`config.mk`:
```
export PLATFORM = sky130hd
export DESIGN_NAME = ps2_kbd_scheduler
export DESIGN_NICKNAME = d
export VERILOG_FILES = /design/src/rtl/ps2_kbd_scheduler_pkg.sv /design/src/rtl/ps2_kbd_scheduler_byte_fifo.sv /design/src/rtl/ps2_kbd_scheduler.sv
export SDC_FILE = /design/constraint.sdc
export NUM_CORES = 1
export LEC_CHECK = 0
export BUFFER_PORTS_ARGS = -buffer_cell sky130_fd_sc_hd__buf_2
export CAP_MARGIN = 20
export CORE_MARGIN = 8
export CORE_UTILIZATION = 45
export CTS_BUF_LIST = sky130_fd_sc_hd__clkbuf_4 sky130_fd_sc_hd__clkbuf_8
export CTS_CLUSTER_DIAMETER = 80
export CTS_CLUSTER_SIZE = 14
export DETAILED_ROUTE_END_ITERATION = 6
export HOLD_SLACK_MARGIN = 0.02
export PLACE_DENSITY = 0.58
export SETUP_SLACK_MARGIN = 0.02
export SLEW_MARGIN = 25
export SYNTH_ARGS = -nofsm -noshare
export SYNTH_HDL_FRONTEND = slang
export SYNTH_SLANG_ARGS = --single-unit
```
`constraint.sdc`:
```
create_clock -name clk -period 3.37 [get_ports clk]
set_clock_uncertainty 0.15 [all_clocks]
set_input_delay 0.1685 -clock clk [delete_from_list [all_inputs] [get_ports clk]]
set_output_delay 0.1685 -clock clk [all_outputs]
set_load 0.01 [all_outputs]
```
`src/rtl/ps2_kbd_scheduler_pkg.sv`:
```
// Shared PS/2 frame definitions: frame length, scheduler state encodings, parity and frame builders.
// Frame vectors are time-ordered, so bit 0 is driven first.
package ps2_kbd_scheduler_pkg;

  localparam int PS2_FRAME_BITS = 11;

  typedef enum logic [2:0] {
    ST_IDLE   = 3'd0,
    ST_LOAD   = 3'd1,
    ST_BIT_HI = 3'd2,
    ST_BIT_LO = 3'd3,
    ST_GAP    = 3'd4
  } ps2_state_e;

  // Odd parity: ones in data plus parity bit is odd.
  function automatic logic ps2_parity(input logic [7:0] b);
    return ~^b;
  endfunction

  function automatic logic [PS2_FRAME_BITS-1:0] ps2_frame(input logic [7:0] b);
    return {1'b1, ps2_parity(b), b, 1'b0};
  endfunction

endpackage

```
`src/rtl/ps2_kbd_scheduler_byte_fifo.sv`:
```
// ps2_byte_fifo: 2^AW x 8 synchronous FWFT FIFO; level updates one cycle after push/pop.
// A push while full is accepted only if a pop happens in the same cycle; otherwise it is dropped.
module ps2_byte_fifo #(
  parameter int AW = 4
) (
  input  logic          clk,
  input  logic          reset,
  input  logic          push,
  input  logic          pop,
  input  logic [7:0]    din,
  output logic [7:0]    dout,
  output logic          full,
  output logic          empty,
  output logic [AW:0]   level
);

  localparam int            DEPTH    = 1 << AW;
  localparam logic [AW:0]   LVL_FULL = {1'b1, {AW{1'b0}}};
  localparam logic [AW:0]   LVL_ONE  = {{AW{1'b0}}, 1'b1};
  localparam logic [AW-1:0] PTR_ONE  = {{(AW-1){1'b0}}, 1'b1};

  logic [7:0]    mem_q [DEPTH];
  logic [AW-1:0] wr_ptr_q, wr_ptr_d;
  logic [AW-1:0] rd_ptr_q, rd_ptr_d;
  logic [AW:0]   level_q, level_d;
  logic          do_push, do_pop;

  assign full  = (level_q == LVL_FULL);
  assign empty = (level_q == '0);
  assign level = level_q;
  assign dout  = mem_q[rd_ptr_q];

  always_comb begin
    do_pop   = pop && !empty;
    do_push  = push && (!full || do_pop);
    wr_ptr_d = do_push ? wr_ptr_q + PTR_ONE : wr_ptr_q;
    rd_ptr_d = do_pop  ? rd_ptr_q + PTR_ONE : rd_ptr_q;
    level_d  = level_q;
    if (do_push && !do_pop) level_d = level_q + LVL_ONE;
    if (do_pop && !do_push) level_d = level_q - LVL_ONE;
  end

  always_ff @(posedge clk or posedge reset) begin
    if (reset) begin
      wr_ptr_q <= '0;
      rd_ptr_q <= '0;
      level_q  <= '0;
    end else begin
      wr_ptr_q <= wr_ptr_d;
      rd_ptr_q <= rd_ptr_d;
      level_q  <= level_d;
    end
  end

  always_ff @(posedge clk) begin
    if (do_push) mem_q[wr_ptr_q] <= din;
  end

endmodule

```
`src/rtl/ps2_kbd_scheduler.sv`:
```
// Queues scan-code bytes and replays them as PS/2 device-to-host frames; start bit 2 cycles after push into idle.
// byte_ready = FIFO not full; pushes while full are dropped with an overflow pulse (and drop_cnt if PS2_DROP_CNT_EN).
module ps2_kbd_scheduler
  import ps2_kbd_scheduler_pkg::*;
#(
  parameter int FIFO_AW     = 4,
  parameter int HALF_PERIOD = 1000,
  parameter int GAP_HALVES  = 4
) (
  input  logic               clk,
  input  logic               reset,
  input  logic [7:0]         byte_in,
  input  logic               byte_valid,
  output logic               byte_ready,
  output logic               ps2_clk,
  output logic               ps2_data,
  output logic               busy,
  output logic [FIFO_AW:0]   fifo_level,
  output logic               overflow
`ifdef PS2_DROP_CNT_EN
  ,
  output logic [7:0]         drop_cnt
`endif
);

  localparam int            GAP_CYC   = GAP_HALVES * HALF_PERIOD;
  localparam int            TW        = $clog2(GAP_CYC + 1);
  localparam logic [TW-1:0] TICK_ONE  = TW'(1);
  localparam logic [TW-1:0] HALF_LAST = TW'(HALF_PERIOD - 1);
  localparam logic [TW-1:0] GAP_LAST  = TW'(GAP_CYC - 1);
  localparam logic [TW-1:0] GAP_EARLY = TW'(GAP_CYC - 2);
  localparam logic [3:0]    LAST_BIT  = 4'(PS2_FRAME_BITS - 1);
  localparam logic [3:0]    BIT_ONE   = 4'd1;

  ps2_state_e                state_q, state_d;
  logic [TW-1:0]             tick_q, tick_d;
  logic [PS2_FRAME_BITS-1:0] frame_q, frame_d;
  logic [3:0]                bit_idx_q, bit_idx_d;
  logic                      ps2_clk_q, ps2_clk_d;
  logic                      ps2_data_q, ps2_data_d;
  logic                      busy_q, busy_d;
  logic                      overflow_q, overflow_d;

  logic       fifo_pop, fifo_full, fifo_empty;
  logic [7:0] fifo_dout;

  ps2_byte_fifo #(.AW(FIFO_AW)) u_fifo (
    .clk   (clk),
    .reset (reset),
    .push  (byte_valid),
    .pop   (fifo_pop),
    .din   (byte_in),
    .dout  (fifo_dout),
    .full  (fifo_full),
    .empty (fifo_empty),
    .level (fifo_level)
  );

  assign byte_ready = !fifo_full;
  assign ps2_clk    = ps2_clk_q;
  assign ps2_data   = ps2_data_q;
  assign busy       = busy_q;
  assign overflow   = overflow_q;

  always_ff @(posedge clk or posedge reset) begin
    if (reset) begin
      state_q    <= ST_IDLE;
      tick_q     <= '0;
      frame_q    <= '1;
      bit_idx_q  <= '0;
      ps2_clk_q  <= 1'b1;
      ps2_data_q <= 1'b1;
      busy_q     <= 1'b0;
      overflow_q <= 1'b0;
    end else begin
      state_q    <= state_d;
      tick_q     <= tick_d;
      frame_q    <= frame_d;
      bit_idx_q  <= bit_idx_d;
      ps2_clk_q  <= ps2_clk_d;
      ps2_data_q <= ps2_data_d;
      busy_q     <= busy_d;
      overflow_q <= overflow_d;
    end
  end

  always_comb begin
    state_d   = state_q;
    tick_d    = tick_q;
    frame_d   = frame_q;
    bit_idx_d = bit_idx_q;
    fifo_pop  = 1'b0;
    if (state_q inside {ST_BIT_HI, ST_BIT_LO, ST_GAP}) tick_d = tick_q + TICK_ONE;
    unique case (state_q)
      ST_IDLE: begin
        if (!fifo_empty) state_d = ST_LOAD;
      end
      ST_LOAD: begin
        fifo_pop  = 1'b1;
        frame_d   = ps2_frame(fifo_dout);
        bit_idx_d = '0;
        state_d   = ST_BIT_HI;
      end
      ST_BIT_HI: begin
        if (tick_q == HALF_LAST) state_d = ST_BIT_LO;
      end
      ST_BIT_LO: begin
        if (tick_q == HALF_LAST) begin
          if (bit_idx_q == LAST_BIT) begin
            state_d = ST_GAP;
          end else begin
            bit_idx_d = bit_idx_q + BIT_ONE;
            frame_d   = {1'b1, frame_q[PS2_FRAME_BITS-1:1]};
            state_d   = ST_BIT_HI;
          end
        end
      end
      ST_GAP: begin
        // The LOAD cycle also keeps both lines high, so a waiting byte leaves one cycle early
        // to keep the inter-frame idle time at exactly GAP_HALVES half-periods.
        if (tick_q == GAP_LAST) begin
          state_d = fifo_empty ? ST_IDLE : ST_LOAD;
        end else if (tick_q == GAP_EARLY && !fifo_empty) begin
          state_d = ST_LOAD;
        end
      end
      default: state_d = ST_IDLE;
    endcase
    if (state_d != state_q) tick_d = '0;
  end

  always_comb begin
    ps2_clk_d  = 1'b1;
    ps2_data_d = 1'b1;
    busy_d     = (state_d != ST_IDLE);
    if (state_d == ST_BIT_HI || state_d == ST_BIT_LO) ps2_data_d = frame_d[0];
    if (state_d == ST_BIT_LO) ps2_clk_d = 1'b0;
    overflow_d = byte_valid && fifo_full && !fifo_pop;
  end

`ifdef PS2_DROP_CNT_EN
  logic [7:0] drop_cnt_q, drop_cnt_d;

  always_comb begin
    drop_cnt_d = drop_cnt_q;
    if (overflow_d && drop_cnt_q != 8'hFF) drop_cnt_d = drop_cnt_q + 8'd1;
  end

  always_ff @(posedge clk or posedge reset) begin
    if (reset) drop_cnt_q <= '0;
    else       drop_cnt_q <= drop_cnt_d;
  end

  assign drop_cnt = drop_cnt_q;
`endif

endmodule

```
; ---- After elaboration in Yosys (flattened, before gate mapping)
; Memories as Yosys holds them, arrays and structs flattened.
; Index checks and enable logic that the tools add are counted.
[word_totals]
ff_bits = 47
ram_bits = 128
inputBits = 11
wordCells = 79
mem_count = 1
[memory_table]
columns = memory, words, word_bits, read_ports, rd_clocked_by_memory_dff, wr, line
row1 = u_fifo.mem_q, 16, 8, 1, 0, 1, ps2_kbd_scheduler_byte_fifo.sv:22  ; logic [7:0] mem_q [DEPTH];
[op_classes]
add_sub_neg = 6
eq_ne = 14
mux = 23
reduce_logical = 23
[ops]
columns = op, count
row1 = "12-bit == test, second input constant", 2
row2 = 12-bit 2-to-1 mux, 2
row3 = 11-bit 2-to-1 mux, 2
row4 = 11-bit one-hot mux with 2 select lines, 1
row5 = 3-bit 2-to-1 mux, 6
row6 = 3-bit one-hot mux with 5 select lines, 1
row7 = "12-bit by 1-bit adder with 12-bit output, second input constant", 1
row8 = "4-bit by 1-bit adder with 4-bit output, second input constant", 3
row9 = "12-bit by 10-bit == test with 1-bit output, second input constant", 1
row10 = "3-bit by 2-bit == test with 1-bit output, second input constant", 4
row11 = 5-bit 2-to-1 mux, 2
row12 = 4-bit 2-to-1 mux, 2
row13 = 4-bit one-hot mux with 2 select lines, 1
row14 = 8-bit XNOR reduction, 1
row15 = 1-bit logical AND, 7
row16 = 1-bit 2-to-1 mux, 6
row17 = 2-bit nonzero test, 3
row18 = 3-bit nonzero test, 2
row19 = "5-bit by 1-bit adder with 5-bit output, second input constant", 1
row20 = "5-bit == test, second input constant", 1
row21 = 1-bit logical NOT, 5
row22 = 5-bit logical NOT, 1
row23 = "5-bit by 1-bit subtractor with 5-bit output, second input constant", 1
row24 = "4-bit == test, second input constant", 1
row25 = 8 further kinds, 9

; ---- Longest topological paths before layout
[logic_depth]
depth_word = 9
ltp_mapped = 14
depth_no_buf = 13

; ---- Modules after synthesis
; Synthesis repeated with hierarchy kept, for this count alone.
[unflattened]
cells_unflattened = 484
area_unflattened_um2 = 7628.6
[by_module_without_submodules]
columns = module, n_inst, cells_each, area_each_um2
row1 = ps2_byte_fifo, 1, 291, 5696.7
row2 = ps2_kbd_scheduler, 1, 193, 1931.9

; ---- Least setup slack after synthesis
; OpenSTA, ideal clock, no wires.
[synth_path]
path_type = register -> register
from = register state_q[2]
to = register u_fifo.level_q[4] (netlist: u_fifo.level[4])
setup_ps = 129
arrival_time_ps = 2652
setup_slack_ps = 439
stages_incl_launch_ff = 15
path_cell_list = dfrtp_1 > and2b_1 > nor2b_1 > clkbuf_1 > and2_1 > clkbuf_1 > ha_1 > inv_1 > fa_1 > inv_1 > a21o_1 > a21oi_1 > xnor2_1 > nor2_1 > xor2_1
[synth_between]
elab_chain_cells = 8
elab_cells_between_ends = 11
classes_between = eq/ne: 1 / mux: 2 / reduce/logical: 8
[synth_lines]
columns = item, line
row1 = start: declaration, ps2_kbd_scheduler.sv:35  ; ps2_state_e state_q, state_d;
row2 = start signal: assignment, ps2_kbd_scheduler.sv:76  ; state_q <= state_d;
row3 = 3-bit by 1-bit == test with 1-bit output *, ps2_kbd_scheduler.sv:94  ; unique case (state_q)
row4 = 1-bit 2-to-1 mux *, ps2_kbd_scheduler.sv:94
row5 = 1-bit logical AND *, ps2_kbd_scheduler_byte_fifo.sv:34  ; do_pop = pop && !empty;
row6 = net u_fifo.do_pop, ps2_kbd_scheduler_byte_fifo.sv:26  ; logic do_push, do_pop;
row7 = 1-bit logical OR, ps2_kbd_scheduler_byte_fifo.sv:35  ; do_push = push && (!full || do_pop);
row8 = 1-bit logical AND, ps2_kbd_scheduler_byte_fifo.sv:35
row9 = 1-bit logical NOT, ps2_kbd_scheduler_byte_fifo.sv:40  ; if (do_pop && !do_push) level_d = level_q - LVL_ONE;
row10 = 1-bit logical AND, ps2_kbd_scheduler_byte_fifo.sv:40
row11 = 5-bit 2-to-1 mux / 2-bit nonzero test (equally long branches), --
row12 = end signal: assignment, ps2_kbd_scheduler_byte_fifo.sv:51  ; level_q <= level_d;
row13 = end: declaration, ps2_kbd_scheduler_byte_fifo.sv:25  ; logic [AW:0] level_q, level_d;
; Mark *: on every way through the listed nets, which the timed path passes. The rest lies on a longest branch.
; A chain may end at the register's enable or synchronous reset.

; ---- Worst setup path after layout
[layout_path]
from = register u_fifo.level_q[0] (netlist: u_fifo.level[0])
to = register u_fifo.level_q[4] (netlist: u_fifo.level[4])
[layout_between]
elab_chain_cells = 8
elab_cells_between_ends = 16
classes_between = add/sub: 2 / eq/ne: 1 / mux: 2 / reduce/logical: 11
[layout_lines]
columns = item
row1 = "parallel branches: the longest is 8 deep, another holds 5-bit by 1-bit adder with 5-bit output"
; Parallel ways; which one is timed is not known. The select of a mux whose other input is x is not followed.

==> results by group <==
Pwr
  • Tot Pwr: around 5400 µW
  • IR drop worst, VDD: 0.304 mV
  • Areal power density over the cells: 653 nW/µm²
  • Leakage Power: about 0.0030 µW

Floorplan
  • Overall die height: roughly 140 µm
  • Placeable core area: roughly 16000 µm²
  • Floorplan die area: around 21000 µm²
  • Horiz. Die Dim: 144 µm
  • # rows: 47
  • Starting Density: a little under half
  • Top-level port count: 21

Detailed routing
  • Final wirelength: ~14 mm
  • Iteration-0 DRC Markers: roughly 310
  • Pre-antenna DRT Iters: 5
  • Average wire per standard cell: between 15 and 20 µm
  • Number of remaining DRC errors: 0
  • Routed Antenna Nets: 0
  • Vias per inst: roughly 5.3
  • DR vias: 3990

Worst setup path
  • Critical-path maximum fanout: 5
  • Slowest stage delay, CP: 0.45 ns
  • Slowest cell on the critical path: sky130_fd_sc_hd__dfrtp_1
  • CP Cell Sequence: nor4_2 > nand2b_1 > and2_1 > ha_1 > ha_1 > a21o_1 > a21oi_1 > xnor2_1 > nor2_1 > xor2_1
  • Kind of start point of the critical path: register
  • Critical path class: reg -> reg
  • Data required time of the critical path: 3.55 ns
  • Arrival time reported for the critical path endpoint: between 3 and 4 ns
  • Critical path's most frequent cell: sky130_fd_sc_hd__ha_1
  • Kind of end point of the critical path: register

Worst hold path
  • Class of the most critical hold timing path: in -> async

Final layout
  • Share of post-route cells with drive strength above 1: 22.7%
  • Util after Layout: between 50% and 60%
  • Final nets: around 540
  • Total inserted antenna cells: 0
  • Most used cells in the layout excluding fill and tap cells: sky130_fd_sc_hd__edfxtp_1 (128), sky130_fd_sc_hd__nand2_1 (45), sky130_fd_sc_hd__dfrtp_1 (33)
  • Cell Count, Final, Fillers Out: 752
  • Number of filler cells placed in the layout: between 1000 and 1500
  • Relative area change from synthesis to final layout: 12.2%
  • Most common cell after layout, fill and taps aside: sky130_fd_sc_hd__edfxtp_1

Synthesis
  • Cell types occupying the most area after synthesis: sky130_fd_sc_hd__edfxtp_1 (52%), sky130_fd_sc_hd__dfrtp_1 (12%), sky130_fd_sc_hd__mux4_2 (9.8%), sky130_fd_sc_hd__dfstp_2 (4.6%), sky130_fd_sc_hd__a22oi_1 (2.6%)
  • Count of different cell masters after synthesis: 44
  • Area of the mapped netlist: roughly 7400 µm²
  • Count of flip-flops with a built-in enable after synthesis: roughly 130
  • Average cell area after synthesis: between 15 and 20 µm²
  • Primary FF master, synth: sky130_fd_sc_hd__edfxtp_1
  • Net Count, Synth: between 400 and 500
  • Synthesis Warnings: 0
  • Fraction of the yosys area taken by sequential cells: roughly two thirds
  • Seq cells post-synth: ~180
  • Largest area contributor in the netlist: sky130_fd_sc_hd__edfxtp_1
  • Post-synthesis instance total: about 470
  • Area share of the largest cell type after synthesis: around 52%
  • Share of synthesized flip-flops with an asynchronous set or reset: around 27%

CTS
  • Maximum clock insertion buffer count: 2
  • Post-CTS Setup Bufs: 0
  • Total clock buffers created by CTS: 17
  • Root buffer selected by CTS: sky130_fd_sc_hd__clkbuf_8
  • Level count of the clock H-tree: 4
  • Clock transition at path regs: around 0.090 ns
  • Clk Latency, worst-skew pair: ~0.45 ns
  • Clk sink count: around 180
  • TritonCTS clock tree: done

Timing
  • Highest attainable clock frequency: roughly 340 MHz
  • Worst Setup Slack, final: about 0.45 ns
  • Min cycle time layout: approximately 2.9 ns
  • RSZ-0062 raised after global routing: false
  • Number of endpoints with negative hold slack in the final report: 0
  • Fin. max-slew vios: 0
  • Slew at the pin closest to its max-slew limit: 0.832 ns
  • Setup tns final: 0 ns
  • Endpoints failing setup: 0
  • Max-Slew Margin vs Limit: 44.4%
  • Portion of the clock cycle consumed by the worst path in the final layout: between 80% and 90%

Placement
  • Post-detailed-placement half-perimeter wirelength: between 9 and 10 mm
  • Gp weighted congestion: 0.769
  • Dpl ws: around 0.44 ns
  • Cell count after placement: between 700 and 800
  • Count of input and output buffers: 20

Global route
  • Vias in the first global route: between 4000 and 5000
  • Global-route wire length before repair: about 23 mm
  • Final global-route overflow total: 0
  • Largest net degree at the start of global routing: 48
  • GRT Total Usage: approximately 15%
  • Number of antenna violations at the first check in global routing: 0

Flow run
  • Max-cap violations: 0

Outcome
  • Outcome: finished, final reports clean
## state kept, by name, indices dropped and copies added, names as in the netlist
name / count
overflow: 1
u_fifo.wr_ptr_q: 4
ps2_clk: 1
u_fifo.mem_q: 128
frame_q: 11
busy: 1
bit_idx_q: 4
state_q: 3
ps2_data: 1
u_fifo.rd_ptr_q: 4
tick_q: 12
u_fifo.level: 5
## metal layers
metal / vias to the layer above / share of wire [%] / GRT usage [%]
met1: 2028 / 45 / 19.9
li1: 1868 / - / -
met3: 16 / 3.1 / 3.27
met2: 78 / 51 / 24.7
met5: - / 0 / 0
met4: 0 / 1.1 / 5.31
## power by group
| part | internal [µW] | leakage [µW] | switching (µW) |
|---|---|---|---|
| registers | 2620 | 0.00172 | 222 |
| logic | 562 | 0.00109 | 630 |
| clock network | 604 | 0.000188 | 766 |
| total | 3780 | 0.00300 | 1620 |
## layout make-up
class | instances | area, µm² | area share [%]
clock buffers | 18 | 241 | 2.92
inverters | 18 | 68.8 | 0.832
flip-flops and latches | 175 | 5040 | 60.9
repair buffers | 48 | 360 | 4.36
well taps | 220 | 275 | 3.33
clock inverters | 14 | 130 | 1.57
multi-input cells | 259 | 2160 | 26.1
## cell usage after synthesis, drive strengths merged, types with 3 or more instances
master and n:
xor2 12, and3 4, nand3 11, a31oi 3, buf 10, dfrtp 34, nor2 30, a22oi 26
ha 13, nand2b 4, edfxtp 128, nand2 45, a21oi 3, nor3 6, nand4 5, o21ai 14
and2 7, dfstp 13, clkbuf 12, mux4 32, inv 18, nor2b 3, xnor2 18, nor4 5
## kinds of logic (layout without fill, tap and decap cells)
kind of cell    Yosys count  count (layout)  share of synthesized area, %
mux                      34              34                          10.1
buf+inv                  40              98                          2.44
flops                   175             175                          68.3
simple gates            127             127                          8.29
fa+ha+maj                14              14                          2.48
xor+xnor                 30              30                          3.56
compound gates           54              54                          4.90
## what timing repair did
action,4_1_cts,5_1_grt
resized for setup,0,0
hold buffers,10,0
hold endpoints to repair,163,0
## worst max-delay path: cells and delay by family, from the launching register on
kind | cells | cell delay, ns
xor gates and xnor gates | 2 | 0.27
AOI/OAI and AO/OA | 2 | 0.36
and+or+nand+nor | 4 | 0.95
adders and majority gates | 2 | 0.62
DFF | 1 | 0.45
## stage by stage
step	hold slack [ns]	instance area, µm²
CTS	0.313	8270
detailed placement	0.271	7800
floorplan	0.117	7380
global route	0.320	8270
global placement	0.276	7800
finish	0.253	8270
## worst paths after layout
kind                                                  end  slack, ns                        start  cells after the start
hold reg to reg                    frame_q[3]$_DFFE_PP1P_       0.31       frame_q[4]$_DFFE_PP1P_                      2
max in group asynchronous  u_fifo.rd_ptr_q[0]$_DFFE_PP0P_       2.27                        reset                      3
hold / removal                      tick_q[5]$_DFFE_PP0P_       0.25                        reset                      3
setup reg to reg              u_fifo.level[4]$_DFFE_PP0P_       0.45  u_fifo.level[0]$_DFFE_PP0P_                     10
setup / recovery              u_fifo.level[4]$_DFFE_PP0P_       0.45  u_fifo.level[0]$_DFFE_PP0P_                     10
min in group clk                   frame_q[3]$_DFFE_PP1P_       0.31       frame_q[4]$_DFFE_PP1P_                      2
Note: power is estimated with default switching activity, not from simulation.
